`config.mk`:
```
export PLATFORM = sky130hd
export DESIGN_NAME = jtag_readback_shifter_flat
export DESIGN_NICKNAME = d
export VERILOG_FILES = /design/src/rtl/jtag_readback_pkg.sv /design/src/rtl/jtag_readback_shifter_if.sv /design/src/rtl/jtag_sync_edge.sv /design/src/rtl/jtag_readback_shifter.sv /design/src/flat_wrapper.sv
export SDC_FILE = /design/constraint.sdc
export NUM_CORES = 1
export LEC_CHECK = 0
export CAP_MARGIN = 10
export CORE_MARGIN = 5
export CORE_UTILIZATION = 35
export DETAILED_ROUTE_END_ITERATION = 12
export PLACE_DENSITY = 0.61
export SYNTH_ARGS = -nofsm -noshare
export SYNTH_HDL_FRONTEND = slang
export SYNTH_SLANG_ARGS = --single-unit
```
`constraint.sdc`:
```
create_clock -name clk_i -period 3 [get_ports clk_i]
set_input_delay 0.9 -clock clk_i [delete_from_list [all_inputs] [get_ports clk_i]]
set_output_delay 0.9 -clock clk_i [all_outputs]
set_load 0.05 [all_outputs]
```
`src/rtl/jtag_readback_pkg.sv`:
```
// Shared types and constants for the JTAG readback shifter: FSM states,
// frame field widths and the synchronized-bus bit positions.
package jtag_readback_pkg;

    localparam int         CNT_WIDTH     = 8;
    localparam int         MAGIC_WIDTH   = 4;
    localparam logic [3:0] MAGIC_DEFAULT = 4'hA;

    // Bit positions of the BSCANE2 signals inside the synchronized bus.
    localparam int SYNC_BUS_WIDTH = 4;
    localparam int SYNC_DRCK      = 0;
    localparam int SYNC_CAPTURE   = 1;
    localparam int SYNC_SHIFT     = 2;
    localparam int SYNC_TDI       = 3;

    typedef enum logic [1:0] {
        IDLE,
        LOADED,
        SHIFT
    } state_e;

    function automatic int frame_width(input int data_width);
        return data_width + CNT_WIDTH + MAGIC_WIDTH;
    endfunction

endpackage

```
`src/rtl/jtag_readback_shifter_if.sv`:
```
// DR-side BSCANE2 signals for the readback USER register.
// master = BSCANE2 primitive side, slave = fabric readback shifter.
interface jtag_readback_shifter_if;

    logic jtag_drck_i;
    logic jtag_capture_i;
    logic jtag_shift_i;
    logic jtag_tdi_i;
    logic jtag_tdo_o;

    modport master (
        output jtag_drck_i,
        output jtag_capture_i,
        output jtag_shift_i,
        output jtag_tdi_i,
        input  jtag_tdo_o
    );

    modport slave (
        input  jtag_drck_i,
        input  jtag_capture_i,
        input  jtag_shift_i,
        input  jtag_tdi_i,
        output jtag_tdo_o
    );

endinterface

```
`src/rtl/jtag_sync_edge.sv`:
```
// Multi-stage synchronizer for the BSCANE2 DR bus plus DRCK edge detection.
// Every bit shares the same depth so the bus stays mutually aligned.
module jtag_sync_edge #(
    parameter int SYNC_STAGES = 2,  // minimum 2
    parameter int WIDTH       = 4,
    parameter int DRCK_BIT    = 0
) (
    input  logic             clk_i,
    input  logic             rst_i,
    input  logic [WIDTH-1:0] async_i,
    output logic [WIDTH-1:0] sync_o,
    output logic             rise_o,
    output logic             fall_o
);

    logic [SYNC_STAGES-1:0][WIDTH-1:0] sync_q, sync_d;
    logic                              drck_q, drck_d;

    always_comb begin
        sync_d = {sync_q[SYNC_STAGES-2:0], async_i};
        drck_d = sync_q[SYNC_STAGES-1][DRCK_BIT];
    end

    // NOTE: sequential state uses non-blocking assignments so every flop samples pre-edge values.
    always_ff @(posedge clk_i) begin
        if (rst_i) begin
            sync_q <= '0;
            drck_q <= 1'b0;
        end else begin
            sync_q <= sync_d;
            drck_q <= drck_d;
        end
    end

    assign sync_o = sync_q[SYNC_STAGES-1];
    assign rise_o = sync_o[DRCK_BIT] & ~drck_q;
    assign fall_o = ~sync_o[DRCK_BIT] & drck_q;

endmodule

```
`src/rtl/jtag_readback_shifter.sv`:
```
// Readback USER-DR shifter: loads {MAGIC, capture count, data_i} on CAPTURE
// and shifts it out LSB-first on TDO, all oversampled in the fabric clock.
module jtag_readback_shifter
    import jtag_readback_pkg::*;
#(
    parameter int         DATA_WIDTH  = 8,
    parameter int         SYNC_STAGES = 2,
    parameter logic [3:0] MAGIC       = MAGIC_DEFAULT
) (
    input  logic                  clk_i,
    input  logic                  rst_i,
    jtag_readback_shifter_if.slave jtag,
    input  logic [DATA_WIDTH-1:0] data_i,
    output logic                  capture_stb_o,
    output logic                  frame_done_o,
    output logic                  busy_o
);

    localparam int             FRAME_WIDTH = frame_width(DATA_WIDTH);
    localparam int             BIT_CNT_W   = $clog2(FRAME_WIDTH + 1);
    localparam logic [BIT_CNT_W-1:0] BIT_CNT_MAX = BIT_CNT_W'(FRAME_WIDTH);

    logic [SYNC_BUS_WIDTH-1:0] sync_bus;
    logic                      drck_rise, drck_fall;

    jtag_sync_edge #(
        .SYNC_STAGES(SYNC_STAGES),
        .WIDTH      (SYNC_BUS_WIDTH),
        .DRCK_BIT   (SYNC_DRCK)
    ) u_sync (
        .clk_i  (clk_i),
        .rst_i  (rst_i),
        .async_i({jtag.jtag_tdi_i, jtag.jtag_shift_i, jtag.jtag_capture_i, jtag.jtag_drck_i}),
        .sync_o (sync_bus),
        .rise_o (drck_rise),
        .fall_o (drck_fall)
    );

    logic capture_s, shift_s, tdi_s;
    logic cap_rise, shift_rise;
    logic [FRAME_WIDTH-1:0] frame;

    assign capture_s  = sync_bus[SYNC_CAPTURE];
    assign shift_s    = sync_bus[SYNC_SHIFT];
    assign tdi_s      = sync_bus[SYNC_TDI];
    assign cap_rise   = drck_rise & capture_s;
    assign shift_rise = drck_rise & shift_s & ~capture_s;

    state_e                 state_q, state_d;
    logic [FRAME_WIDTH-1:0] shreg_q, shreg_d;
    logic [CNT_WIDTH-1:0]   cap_cnt_q, cap_cnt_d;
    logic [BIT_CNT_W-1:0]   bit_cnt_q, bit_cnt_d;
    logic                   tdo_q, tdo_d;
    logic                   cap_stb_q, cap_stb_d;
    logic                   frame_done_q, frame_done_d;
    logic                   busy_q, busy_d;

    assign frame = {MAGIC, cap_cnt_q, data_i};

    // NOTE: every signal gets a default first so the combinational block cannot infer latches.
    always_comb begin
        state_d      = state_q;
        shreg_d      = shreg_q;
        cap_cnt_d    = cap_cnt_q;
        bit_cnt_d    = bit_cnt_q;
        tdo_d        = tdo_q;
        cap_stb_d    = 1'b0;
        frame_done_d = 1'b0;

        // Fall and rise never coincide, so TDO launch on fall needs no priority.
        if (drck_fall) begin
            tdo_d = shreg_q[0];
        end

        if (cap_rise) begin
            shreg_d   = frame;
            cap_cnt_d = cap_cnt_q + 1'b1;
            bit_cnt_d = '0;
            tdo_d     = frame[0];
            cap_stb_d = 1'b1;
            state_d   = LOADED;
        end else if (shift_rise) begin
            shreg_d = {tdi_s, shreg_q[FRAME_WIDTH-1:1]};
            if (bit_cnt_q != BIT_CNT_MAX) begin
                bit_cnt_d    = bit_cnt_q + 1'b1;
                frame_done_d = (bit_cnt_q == BIT_CNT_MAX - 1'b1);
            end
            state_d = SHIFT;
        end else if (state_q == SHIFT && !shift_s && !capture_s) begin
            // Only SHIFT can have seen a shift rise; LOADED waits for one.
            state_d = IDLE;
        end

        busy_d = (state_d != IDLE);
    end

    always_ff @(posedge clk_i) begin
        if (rst_i) begin
            state_q      <= IDLE;
            shreg_q      <= '0;
            cap_cnt_q    <= '0;
            bit_cnt_q    <= '0;
            tdo_q        <= 1'b0;
            cap_stb_q    <= 1'b0;
            frame_done_q <= 1'b0;
            busy_q       <= 1'b0;
        end else begin
            state_q      <= state_d;
            shreg_q      <= shreg_d;
            cap_cnt_q    <= cap_cnt_d;
            bit_cnt_q    <= bit_cnt_d;
            tdo_q        <= tdo_d;
            cap_stb_q    <= cap_stb_d;
            frame_done_q <= frame_done_d;
            busy_q       <= busy_d;
        end
    end

    assign jtag.jtag_tdo_o = tdo_q;
    assign capture_stb_o   = cap_stb_q;
    assign frame_done_o    = frame_done_q;
    assign busy_o          = busy_q;

endmodule

```
`src/flat_wrapper.sv`:
```
// flat-port wrapper written by rule: the top's interface ports become plain ports
module jtag_readback_shifter_flat import jtag_readback_pkg::*;
#(
    parameter int         DATA_WIDTH  = 8,
    parameter int         SYNC_STAGES = 2,
    parameter logic [3:0] MAGIC       = MAGIC_DEFAULT
)
  (clk_i, rst_i, data_i, capture_stb_o, frame_done_o, busy_o, jtag_jtag_drck_i, jtag_jtag_capture_i, jtag_jtag_shift_i, jtag_jtag_tdi_i, jtag_jtag_tdo_o);
  jtag_readback_shifter_if jtag_i ();
  input  logic clk_i;
  input  logic rst_i;
  input  logic [DATA_WIDTH-1:0] data_i;
  output logic capture_stb_o;
  output logic frame_done_o;
  output logic busy_o;
  input wire logic [$bits(jtag_i.jtag_drck_i)-1:0] jtag_jtag_drck_i;
  input wire logic [$bits(jtag_i.jtag_capture_i)-1:0] jtag_jtag_capture_i;
  input wire logic [$bits(jtag_i.jtag_shift_i)-1:0] jtag_jtag_shift_i;
  input wire logic [$bits(jtag_i.jtag_tdi_i)-1:0] jtag_jtag_tdi_i;
  output wire logic [$bits(jtag_i.jtag_tdo_o)-1:0] jtag_jtag_tdo_o;
  assign jtag_i.jtag_drck_i = jtag_jtag_drck_i;
  assign jtag_i.jtag_capture_i = jtag_jtag_capture_i;
  assign jtag_i.jtag_shift_i = jtag_jtag_shift_i;
  assign jtag_i.jtag_tdi_i = jtag_jtag_tdi_i;
  assign jtag_jtag_tdo_o = jtag_i.jtag_tdo_o;
  jtag_readback_shifter #(.DATA_WIDTH(DATA_WIDTH), .SYNC_STAGES(SYNC_STAGES), .MAGIC(MAGIC)) u_core (.clk_i(clk_i), .rst_i(rst_i), .jtag(jtag_i), .data_i(data_i), .capture_stb_o(capture_stb_o), .frame_done_o(frame_done_o), .busy_o(busy_o));
endmodule
```
==> flow_summary.ini <==
[run_status]
status = finished, final reports clean

[power_and_ir_drop]
power_density_mw_per_mm2 = 457
ir_worst_vdd_v = 0.000184
p_leak_nw = 0.770

[timing]
setup-tns-final_ns = 0
rsz_0062_raised_after_global_routing = false
fmax_mhz = 425
slew_at_the_pin_closest_to_its_max_slew_limit_ns = 0.526
skew_ns = 0.00457
final_critical_path_setup_slack_ns = 0.644
hold_slack_ns = 0.438
fin_max_slew_vios = 0
final_period_utilization = 0.785
max-slew-margin-rel = 0.649
final.min_clock_period_ns = 2.36
setup_viol = 0
final_hold_fails = 0

[synthesis]
netlist.top_cell.by_area = dfxtp_1
synthCells = 243
yosys_register_bits = 48
yosys.cell_types.count = 35
synth_top_area_share = 0.455
netlist_top_cells_area = dfxtp_1 45%, a21oi_1 7.6%, nand3b_1 6.4%
netlist_area_mm2 = 0.00211
syn_avg_cell_area_um2 = 8.69
postSynthNetCount = 260
synth-seq-area-share = 0.455
yosysWarnings = 0

[cts]
postCtsSetupRepairBufs = 0
cts_root_buf = clkbuf_8
cts_resized = 0
cts_num_sinks = 48
cts_buffers = 5
cts-root-to-sink-buffers = 2
cts.htree.levels = 2
source_to_sink_clock_delay_at_the_later_pin_of_the_worst_skew_pair_ns = 0.29
cts-hold-fix-buffers = 0
clkTransAtPathRegs_ns = 0.08
cts_tree = done

[critical_path]
timing.critical_path.required_ns = 2.10
ff2ff_path_depth = 3
timing.rr.end = u_core.bit_cnt_q[3]$_SDFFE_PP0P_
timing.critical_path.from_type = flop
cp_slowest_cell = clkdlybuf4s50_1
timing.critical_path.slowest_cell_delay_ns = 0.81
cp_num_cells = 1
cpLargestDelayFamily = buffers and inverters
cp_cell_sequence = clkdlybuf4s50_1
rr_startpoint = u_core.u_sync.sync_o[1]$_SDFF_PP0_
timing.critical_path.to = jtag_jtag_tdo_o
setup.worst_path.class = reg -> out
crit_path_start = u_core.jtag.jtag_tdo_o$_SDFFE_PP0P_
r2r_setup_slack_ns = 1.25
timing.critical_path.fanout_max = 3
cp_data_arrival_time_ns = 1.46
cp_num_buf_inv = 1
worstSetupEndpointType = output port

[flow_run]
max_cap_viol_count = 0

[global_route]
grt_pass1_wl_um = 7440
grt_util_all_layers = 0.122
global_route.overflow_total = 0
first_global_vias = 1606
grt_start_max_net_pins = 38
antenna_found_initial = 0

[drt]
drcViolationCount = 0
vias_per_cell = 5.14
top_layer_used = met4
dr.first_iter.drc_count = 84
detail_route.wirelength.met1_um = 2210
ant_nets = 0
via_count = 1701
wl_met2_um = 1840
detailroute.wirelength.met3_um = 106
routed_wire_length_per_instance_um = 12.8
routed_wl_um = 4220
tritonroute_pass_1_iters = 4

[layout]
area_growth_syn_to_layout_pct = 15.2
fin_area_mm2 = 0.00243
final_common_cell = dfxtp_1
fillers = 604
num-nets-final = 272
mostFrequentLayoutCells = 48 x dfxtp_1, 32 x a21oi_1, 26 x nand2_1
layout-drive-gt1-share = 0.0703
insertedDiodeCount = 0

[die]
core_area_mm2 = 0.00589
num_io_pins = 18
fp.dieW_um = 87.7
fp-row-count = 28
floorplan.die_area_mm2 = 0.00769
floorplan.die.height_um = 87.7
floorplan.initialDensity = 0.359

[placed_design]
pre_cts_slack_ns = 0.961
post_dp_cell_area_mm2 = 0.00234
placement.io_buffers = 17
routability_cong = 0.745
post-dp-hpwl_um = 2760

[hold_path]
worst_min_delay_path_category = reg -> reg
cell families after synthesis:
kind of cell               share of synthesized area
and+or+nand+nor                                0.237
AOI/OAI and AO/OA                              0.224
DFF                                            0.455
buffers and inverters                         0.0480
adders and majority gates                     0.0178
xor gates and xnor gates                     0.00830
muxes                                         0.0101
metrics by stage:
stage | total power [mW] | utilization | std cells
after detailed placement | 0.734 | 0.398 | 323
after CTS | 1.13 | 0.413 | 331
after floorplan | 0.703 | - | 243
after global routing | 1.16 | 0.413 | 331
after global placement | 0.734 | 0.398 | 323
final | 1.11 | 0.413 | 331
worst min-delay path by stage:
stage / start / to / slack, ns / cells past startpoint
3_5_place_dp: u_core.u_sync.sync_d[7]$_SDFF_PP0_ / u_core.u_sync.sync_o[3]$_SDFF_PP0_ / 0.42 / 1
3_3_place_gp: u_core.u_sync.sync_d[7]$_SDFF_PP0_ / u_core.u_sync.sync_o[3]$_SDFF_PP0_ / 0.42 / 1
5_1_grt: u_core.u_sync.sync_d[5]$_SDFF_PP0_ / u_core.u_sync.sync_o[1]$_SDFF_PP0_ / 0.46 / 1
4_1_cts: u_core.u_sync.sync_d[7]$_SDFF_PP0_ / u_core.u_sync.sync_o[3]$_SDFF_PP0_ / 0.44 / 1
6_report: u_core.u_sync.sync_d[7]$_SDFF_PP0_ / u_core.u_sync.sync_o[3]$_SDFF_PP0_ / 0.44 / 1
2_1_floorplan: u_core.u_sync.sync_d[4]$_SDFF_PP0_ / u_core.u_sync.sync_o[0]$_SDFF_PP0_ / 0.41 / 1
final cells by class:
cell class | count | area [µm²] | share of cell area
multi-input combinational | 171 | 1050 | 0.432
timing repair buffer | 23 | 215 | 0.0885
tap | 75 | 93.8 | 0.0386
clock buffer | 8 | 90.1 | 0.0370
sequential | 48 | 961 | 0.395
inverter | 6 | 22.5 | 0.00926
power by group:
| group | leakage [nW] | switching (mW) | total (mW) | internal, mW |
|---|---|---|---|---|
| Clock | 0.0455 | 0.205 | 0.393 | 0.188 |
| Combinational | 0.335 | 0.0357 | 0.0662 | 0.0305 |
| Sequential | 0.389 | 0.00720 | 0.651 | 0.644 |
| Total | 0.770 | 0.248 | 1.11 | 0.863 |
per-layer routing:
| layer | GRT usage | vias to the layer above |
|---|---|---|
| li1 | - | 887 |
| met1 | 0.163 | 790 |
| met5 | 0 | - |
| met4 | 0.0600 | 0 |
| met3 | 0.0282 | 4 |
| met2 | 0.185 | 20 |
flip-flops by register name, indices dropped and copies added, names as in the netlist:
name,count
u_core.cap_cnt_q,8
u_core.shreg_q,20
u_core.busy_o,1
u_core.u_sync.sync_d,4
u_core.jtag.jtag_tdo_o,1
u_core.u_sync.drck_q,1
u_core.capture_stb_o,1
u_core.frame_done_o,1
u_core.bit_cnt_q,5
u_core.u_sync.sync_o,4
u_core.state_q,2
worst reg2reg max path: cells and delay by family, from the launching register on:
kind | cells | cell delay (ns)
AND/OR/NAND/NOR | 2 | 1.07
AO/OA/AOI/OAI | 1 | 0.14
flip-flops | 1 | 0.48
synthesized netlist by cell type:
cell type and n:
o221a_2 2, buf_2 6, nand4b_1 2, dfxtp_1 48, nand4b_2 1, mux2_2 1
o31ai_1 3, nor4bb_1 1, a21o_1 17, a21oi_2 1, o22ai_1 1, nor4b_1 1
nand2_1 26, or4_4 1, a21oi_1 32, buf_4 1, a311o_1 1, or4_1 3
nand3b_1 18, nand4_1 3, nand4bb_1 1, nand2b_1 1, clkbuf_1 9, inv_1 6
nor2_1 5, nor3b_1 1, nor2b_1 10, o21ai_0 23, xor2_1 2, or3_1 2
buf_1 2, ha_1 3, mux2i_1 1, and4b_1 1, nand3_1 7
(Power assumes the default switching activity.)
